[config.mk]
export PLATFORM = sky130hd
export DESIGN_NAME = score_ctrl
export DESIGN_NICKNAME = d
export VERILOG_FILES = /design/src/rtl/score_ctrl_pkg.sv /design/src/rtl/score_ctrl_bcd_inc.sv /design/src/rtl/score_ctrl.sv
export SDC_FILE = /design/constraint.sdc
export NUM_CORES = 1
export LEC_CHECK = 0
export ABC_AREA = 1
export CAP_MARGIN = 20
export CORE_MARGIN = 2
export CORE_UTILIZATION = 41
export CTS_CLUSTER_SIZE = 40
export DETAILED_ROUTE_END_ITERATION = 12
export PLACE_DENSITY = 0.69
export SLEW_MARGIN = 30
export SYNTH_ARGS = -nofsm -noshare
export SYNTH_HDL_FRONTEND = slang
export SYNTH_HIERARCHICAL = 1
export SYNTH_SLANG_ARGS = --single-unit
export TNS_END_PERCENT = 50
[constraint.sdc]
create_clock -name clk -period 2.1 [get_ports clk]
set_input_delay 0.42 -clock clk [delete_from_list [all_inputs] [get_ports clk]]
set_output_delay 0.42 -clock clk [all_outputs]
set_load 0.01 [all_outputs]
[src/rtl/score_ctrl_pkg.sv]
// Shared constants for the score display controller: FSM encodings,
// digit-cell geometry and the BCD saturation value.
package score_ctrl_pkg;

  typedef enum logic [1:0] {
    ST_IDLE = 2'b00,
    ST_RUN  = 2'b01,
    ST_OVER = 2'b10
  } state_t;

  localparam logic [9:0]  ROW_OFF = 10'd24;
  localparam logic [9:0]  CELL_W  = 10'd10;
  localparam logic [9:0]  CELL_H  = 10'd20;
  localparam logic [15:0] BCD_MAX = 16'h9999;

endpackage

[src/rtl/score_ctrl_bcd_inc.sv]
// Four-digit BCD increment that holds at 9999 instead of wrapping.
module score_ctrl_bcd_inc
  import score_ctrl_pkg::*;
(
  input  logic [15:0] i_bcd,
  output logic [15:0] o_bcd
);

  always_comb begin
    logic w_carry;
    o_bcd   = i_bcd;
    w_carry = 1'b1;
    if (i_bcd != BCD_MAX) begin
      for (int i = 0; i < 4; i++) begin
        if (w_carry) begin
          if (i_bcd[4*i +: 4] == 4'd9) begin
            o_bcd[4*i +: 4] = 4'd0;
          end else begin
            o_bcd[4*i +: 4] = i_bcd[4*i +: 4] + 4'd1;
            w_carry         = 1'b0;
          end
        end
      end
    end
  end

endmodule

[src/rtl/score_ctrl.sv]
// Game score/hi-score keeper with a pixel decoder that tells the segment
// renderer which digit cell the current VGA pixel falls in.
module score_ctrl
  import score_ctrl_pkg::*;
#(
  parameter logic [9:0] ORG_X = 10'd560,
  parameter logic [9:0] ORG_Y = 10'd20,
  parameter logic [9:0] PITCH = 10'd14
) (
  input  logic        clk,
  input  logic        rst_n,
  input  logic [9:0]  x,
  input  logic [9:0]  y,
  input  logic        start,
  input  logic        point,
  input  logic        crash,
  output logic [9:0]  segx,
  output logic [9:0]  segy,
  output logic [3:0]  num,
  output logic        digit_en,
  output logic [1:0]  state,
  output logic [15:0] score_bcd,
  output logic [15:0] hi_bcd
);

  state_t      r_state, w_state_nxt;
  logic [15:0] r_score, r_hi, w_score_inc;
  logic        w_enter_run, w_do_point, w_end_run;

  logic        w_row0, w_row1, w_hit, w_blank, w_en;
  logic [3:0]  w_col_hit;
  logic [1:0]  w_idx;
  logic [15:0] w_word;
  logic [9:0]  w_segx, w_segy;
  logic [3:0]  w_num;
  logic [9:0]  r_segx, r_segy;
  logic [3:0]  r_num;
  logic        r_en;

  function automatic logic [9:0] cell_x(input int i);
    return ORG_X + 10'(i) * PITCH;
  endfunction

  always_ff @(posedge clk) begin
    if (!rst_n) r_state <= ST_IDLE;
    else        r_state <= w_state_nxt;
  end

  always_comb begin
    w_state_nxt = r_state;
    case (r_state)
      ST_IDLE: if (start) w_state_nxt = ST_RUN;
      ST_RUN:  if (crash) w_state_nxt = ST_OVER;
      ST_OVER: if (start) w_state_nxt = ST_RUN;
      default: w_state_nxt = ST_IDLE;
    endcase
    w_enter_run = (w_state_nxt == ST_RUN) && (r_state != ST_RUN);
    // Crash outranks point in the same cycle, so the final score is frozen.
    w_do_point  = (r_state == ST_RUN) && point && !crash;
    w_end_run   = (r_state == ST_RUN) && crash;
  end

  score_ctrl_bcd_inc u_bcd_inc (
    .i_bcd (r_score),
    .o_bcd (w_score_inc)
  );

  always_ff @(posedge clk) begin
    if (!rst_n) begin
      r_score <= '0;
      r_hi    <= '0;
    end else begin
      if (w_enter_run)     r_score <= '0;
      else if (w_do_point) r_score <= w_score_inc;
      if (w_end_run && (r_score > r_hi)) r_hi <= r_score;
    end
  end

  always_comb begin
    w_row0 = (y >= ORG_Y) && (y <= ORG_Y + CELL_H - 10'd1);
    w_row1 = (y >= ORG_Y + ROW_OFF) && (y <= ORG_Y + ROW_OFF + CELL_H - 10'd1);
    for (int i = 0; i < 4; i++) begin
      w_col_hit[i] = (x >= cell_x(i)) && (x <= cell_x(i) + CELL_W - 10'd1);
    end
    w_idx = 2'd0;
    for (int i = 3; i >= 0; i--) begin
      if (w_col_hit[i]) w_idx = 2'(i);
    end
    w_hit  = (w_row0 || w_row1) && (w_col_hit != 4'd0);
    w_word = w_row1 ? r_hi : r_score;
    // A digit is blanked when it and every more-significant digit are zero.
    case (w_idx)
      2'd0:    w_blank = (w_word[15:12] == 4'd0);
      2'd1:    w_blank = (w_word[15:8]  == 8'd0);
      2'd2:    w_blank = (w_word[15:4]  == 12'd0);
      default: w_blank = 1'b0;
    endcase
    w_segx = '0;
    w_segy = '0;
    w_num  = '0;
    w_en   = 1'b0;
    if (w_hit) begin
      w_segx = cell_x(int'(w_idx));
      w_segy = w_row1 ? ORG_Y + ROW_OFF : ORG_Y;
      w_num  = w_word[4*(3-int'(w_idx)) +: 4];
      w_en   = !w_blank && !(w_row1 && (r_state == ST_RUN));
    end
  end

  always_ff @(posedge clk) begin
    if (!rst_n) begin
      r_segx <= '0;
      r_segy <= '0;
      r_num  <= '0;
      r_en   <= 1'b0;
    end else begin
      r_segx <= w_segx;
      r_segy <= w_segy;
      r_num  <= w_num;
      r_en   <= w_en;
    end
  end

  assign segx      = r_segx;
  assign segy      = r_segy;
  assign num       = r_num;
  assign digit_en  = r_en;
  assign state     = r_state;
  assign score_bcd = r_score;
  assign hi_bcd    = r_hi;

endmodule

-- Word-level counts from Yosys, hierarchy flattened
Index checks and enable logic that the tools add are counted.
- register bits after elaboration: 59
- input bits: 25
- output and inout bits: 59
- add/subtract/negate cells: 6
- multipliers: 1
- order comparisons: 13
- equality and inequality tests: 11
- shifts and indexed selects: 1
- mux-type cells: 22
- bitwise operators: 1
- reductions and logical operators: 31
- operator list (operator ; number):
    $ge A10 B10 Y1 const B ; 4
    $le A10 B10 Y1 const B ; 4
    $le A10 B6 Y1 const B ; 2
    $add A4 B1 Y4 const B ; 4
    $eq A4 B4 Y1 const B ; 4
    $gt A16 B16 Y1 ; 1
    $mux W16 ; 1
    $mux W4 ; 4
    $ne A16 B16 Y1 const B ; 1
    $shiftx A16 B5 Y4 ; 1
    $logic_and A1 B1 Y1 ; 14
    $logic_not A12 Y1 ; 1
    $mux W2 ; 6
    $add A10 B6 Y10 const A ; 1
    $ge A10 B5 Y1 const B ; 1
    $ge A10 B6 Y1 const B ; 1
    $reduce_and A3 Y1 ; 3
    $logic_not A8 Y1 ; 1
    $mux W1 ; 8
    $eq A2 B1 Y1 const B ; 3
    $mux W6 ; 1
    $mul A2 B3 Y5 const B ; 1
    $eq A2 B2 Y1 const B ; 2
    $logic_not A2 Y1 ; 2
    11 further kinds ; 15

-- Depth between registers and ports, before layout
- depth in word-level cells: 10
- mapped depth: 13

-- By module
Netlist, hierarchy kept.
- modules (own cells, without submodules) (module ; instances ; cells each ; area an instance (µm²)):
    score_ctrl ; 1 ; 419 ; 2836.5
    score_ctrl_bcd_inc ; 1 ; 101 ; 521.8

-- Worst setup path after synthesis
Ideal clock, no wire load.
- path type: reg-to-reg
- start point: register r_hi[7] (netlist: hi_bcd[7])
- end point: register r_hi[0] (netlist: hi_bcd[0])
- library setup time: 0.132 ns
- data arrival time: 1.687 ns
- path slack: 0.281 ns
- cell stages (with the launch flop): 13
- path buffers: 1
- path through: dfxtp_1 inv_1 ha_1 nand2_1 nor2_1 nand2_1 nand3_1 nand2_1 nand2_2 nand2_2 buf_2 nand2_1 a21oi_1
- cells in the longest elaborated chain, start to end: 2
- ends and longest elaborated chain (what ; RTL line ; text):
    from (decl) ; score_ctrl.sv:27 ; logic [15:0] r_score, r_hi, w_score_inc;
    from (signal assigned) ; score_ctrl.sv:75 ; if (w_end_run && (r_score > r_hi)) r_hi <= r_score;
    $gt A16 B16 Y1 ; score_ctrl.sv:75 ;
    $logic_and A1 B1 Y1 ; score_ctrl.sv:75 ;
No other way between the ends.
A chain may end at the register's enable or synchronous reset.

-- Worst setup path after layout
- start point: input x[5]
- end point: register r_en (netlist: digit_en)
- cells in the longest elaborated chain, start to end: 10
- elaborated cells between the ends (all ways): 25
- those cells by class: 8 x order compare; 2 x eq/ne; 5 x mux; 10 x reduce/logical
- ends and longest elaborated chain (what ; RTL line ; text):
    from (decl) ; score_ctrl.sv:12 ; input logic [9:0] x,
    $ge A10 B10 Y1 or $le A10 B10 Y1 (tied branches) ; score_ctrl.sv:83 ; w_col_hit[i] = (x >= cell_x(i)) && (x <= cell_x(i) + CELL_W - 10'd1);
    $logic_and A1 B1 Y1 ; score_ctrl.sv:83 ;
    $mux W2 (4 in series) ; score_ctrl.sv:87 ; if (w_col_hit[i]) w_idx = 2'(i);
    $eq A2 B2 Y1, or another cell as far along ; score_ctrl.sv:92 ; case (w_idx)
    $pmux W1 S3 ; score_ctrl.sv:92 ;
    $logic_not A1 Y1 ; score_ctrl.sv:106 ; w_en = !w_blank && !(w_row1 && (r_state == ST_RUN));
    $logic_and A1 B1 Y1 ; score_ctrl.sv:106 ;
    to (signal assigned) ; score_ctrl.sv:120 ; r_en <= w_en;
    to (decl) ; score_ctrl.sv:38 ; logic r_en;
Several ways; a longest one is shown, not always the timed one.

==> results.py <==
metrics = {
    "floorplanning": {
        "fp.dieH_microns": 94.5,
        "num_io_pins": 84,
        "core_area_sq_um": 8090,
        "start_util": 0.415,
        "dieArea_sq_um": 8930,
        "rows": 33,
        "die_x_microns": 94.5,
    },
    "global_routing": {
        "grt_start_max_net_pins": 28,
        "track_usage": 0.207,
        "grt_pass1_wl_microns": 14800,
        "antenna_found_initial": 0,
        "grt-ovfl-total": 0,
        "grt_pass1_vias": 3379,
    },
    "pwr": {
        "comb_power_share": 0.136,
        "vdd.ir_drop.worst_uv": 248,
        "p_per_area_nw_per_um2": 386,
        "p_clk_frac": 0.333,
        "p_int_mw": 1.28,
        "cellLeakagePower_nw": 1.91,
        "finalPower_mw": 1.73,
        "switching_share": 0.261,
        "seqPwrFrac": 0.531,
        "switchingPower_mw": 0.452,
    },
    "final_layout": {
        "syn_to_final_growth_pct": 33.4,
        "mostFrequentLayoutCells": "nand2_1, clkdlybuf4s50_1, inv_1",
        "drive_gt1_frac": 0.135,
        "fill_cells": 836,
        "final_nets": 663,
        "diodes": 0,
        "layout_commonest_cell": "nand2_1",
    },
    "flow_run": {
        "maxCapViolations": 0,
    },
    "setup_path": {
        "slowest_stage": "clkdlybuf4s50_1",
        "crit_arrival_ns": 2.11,
        "path_buf_inv": 1,
        "crit_path_cell_trace": "clkdlybuf4s50_1, nor2_1, nand2_1, nand2_1, o21ai_0, nand2_1, nand3_1, nand2_1, nand2_1, nor2_1, nor2_1",
        "cp-start-kind": "primary input",
        "end_kind": "flop",
        "critPathRequiredTime_ns": 2.30,
        "crit_family": "simple AND/OR/NAND/NOR gates",
        "crit_type": "primary input to flop",
        "worst_path_most_repeated_cell": "nand2_1",
        "worst_path_largest_cell_delay_ns": 0.50,
        "cp_max_fo": 6,
    },
    "detailed_routing": {
        "vias": 3534,
        "ant_nets": 0,
        "remaining_drc_errors": 0,
        "drt-total-wl_microns": 9040,
        "viasPerCell": 4.86,
        "dr.pass1.iters": 4,
        "drt-wirelength-per-cell_microns": 12.4,
        "drt_iter0_drc": 146,
    },
    "timing": {
        "worstMarginPinSlew_ns": 0.552,
        "fin_skew_ns": 0.00930,
        "rsz0062_at_grt": "false",
        "fmax_mhz": 522,
        "hold_viol": 0,
        "slew_viol_final": 0,
        "relSlewSlack": 0.631,
        "fin_crit_ns": 1.92,
        "tns_ns": 0,
        "finalCritPeriodShare": 0.913,
        "setup_viol_count_final": 0,
    },
    "worst_hold_path": {
        "hold_class": "flop to flop",
    },
    "synth": {
        "synth_cells": 520,
        "synth_edf_count": 0,
        "ys_async_sr_fraction": 0,
        "synthFlopType": "dfxtp_1",
        "ys_ff_latch": 48,
        "syn_avg_cell_area_sq_um": 6.46,
        "netlist_area_sq_um": 3360,
        "yosysSeqAreaShare": 0.286,
        "synth.distinct_cells": 38,
        "synth_warnings": 6,
    },
    "clock_network": {
        "clockRootBuffer": "clkbuf_8",
        "clockBufferDepth": 2,
        "hold_buffers": 0,
        "clkSinkCount": 48,
        "clk_latency_ns": 0.30,
        "cts_tree": "done",
        "h-tree-depth": 2,
        "numCtsBuffers": 5,
        "clkTransAtPathRegs_ns": 0.09,
    },
    "place": {
        "post-dp-hpwl_microns": 7070,
        "port_buffers": 72,
        "routabilityCongestion": 0.903,
    },
    "status": {
        "status": "complete, no violations",
    },
}
power groups by stage:
stage	Combinational, mW	Sequential [mW]	Clock (mW)
after floorplan	0.132	0.943	0
after global placement	0.228	0.940	0
after detailed placement	0.233	0.940	0
after CTS	0.234	0.919	0.591
after global routing	0.261	0.920	0.630
final	0.236	0.918	0.576
synth_stat cells (6+ instances only):
| library cell | count | share of area |
|---|---|---|
| inv_1 | 60 | 0.067 |
| nand3_1 | 39 | 0.058 |
| dfxtp_1 | 48 | 0.29 |
| nor2_2 | 6 | 0.011 |
| ha_1 | 16 | 0.060 |
| o21ai_0 | 31 | 0.046 |
| nand4_1 | 6 | 0.011 |
| a21oi_1 | 43 | 0.064 |
| nand2_2 | 7 | 0.013 |
| buf_4 | 11 | 0.025 |
| nand2_1 | 153 | 0.17 |
| nor2_1 | 47 | 0.053 |
area by class of cell:
cell class,count,area [sq um],share of cell area
Multi-Input combinational cell,391,2030,0.453
Sequential cell,48,962,0.215
Clock buffer,6,82.6,0.0184
Inverter,67,253,0.0564
Clock inverter,1,8.76,0.00196
Tap cell,105,131,0.0293
Timing Repair Buffer,109,1010,0.226
through the flow:
| stage | hold WS [ns] | std cells | instance area, sq um | utilization | setup slack [ns] |
|---|---|---|---|---|---|
| after floorplan | 0.496 | 528 | 3390 | - | 0.281 |
| after global placement | 0.466 | 720 | 4380 | 0.541 | -0.0472 |
| after detailed placement | 0.473 | 720 | 4380 | 0.541 | -0.111 |
| after CTS | 0.488 | 727 | 4470 | 0.552 | 0.0836 |
| after global routing | 0.512 | 727 | 4480 | 0.553 | 0.0204 |
| final | 0.486 | 727 | 4480 | 0.553 | 0.184 |
kinds of logic after synthesis:
| logic type | after synthesis | synth area share |
|---|---|---|
| flops | 48 | 0.286 |
| xor+xnor | 2 | 0.00522 |
| buf+inv | 89 | 0.121 |
| compound gates | 94 | 0.170 |
| fa+ha+maj | 16 | 0.0596 |
| simple gates | 270 | 0.357 |
| other cells | 1 | 0.00112 |
worst register-to-register path, delay by kind of cell, from the launching register on:
kind | cells | cell delay (ns)
adders and majority gates | 1 | 0.29
DFF | 1 | 0.37
AOI/OAI and AO/OA | 3 | 0.45
and+or+nand+nor | 5 | 0.59
buffers and inverters | 2 | 0.10
state kept, by name (all words and copies together) (netlist names):
signal     count
digit_en       1
hi_bcd        16
num            4
score_bcd     16
segx           6
segy           3
state          2
worst paths after layout:
path	start	endpoint	depth (start not counted)	slack (ns)
setup / recovery	x[5]	digit_en	11	0.18
hold / removal	hi_bcd[3]	hi_bcd[3]	2	0.49
setup reg to reg	hi_bcd[9]	hi_bcd[0]	11	0.22
hold reg to reg	hi_bcd[3]	hi_bcd[3]	2	0.49
what timing repair did:
action                                  4_1_cts  5_1_grt
gates resized for setup                       0        5
endpoints found under the hold margin         0        0
endpoints found under the setup margin        0       17
setup buffers                                 0        0
layer usage:
layer | part of all wire | track usage | vias to the layer above | routed length (microns)
li1 | - | - | 1860 | -
met1 | 0.46 | 0.265 | 1580 | 4180
met2 | 0.49 | 0.369 | 87 | 4390
met3 | 0.042 | 0.0295 | 7 | 378
met4 | 0.010 | 0.0435 | 0 | 94
met5 | 0 | 0 | - | 0
No activity file was read; power rests on OpenSTA's default activity.
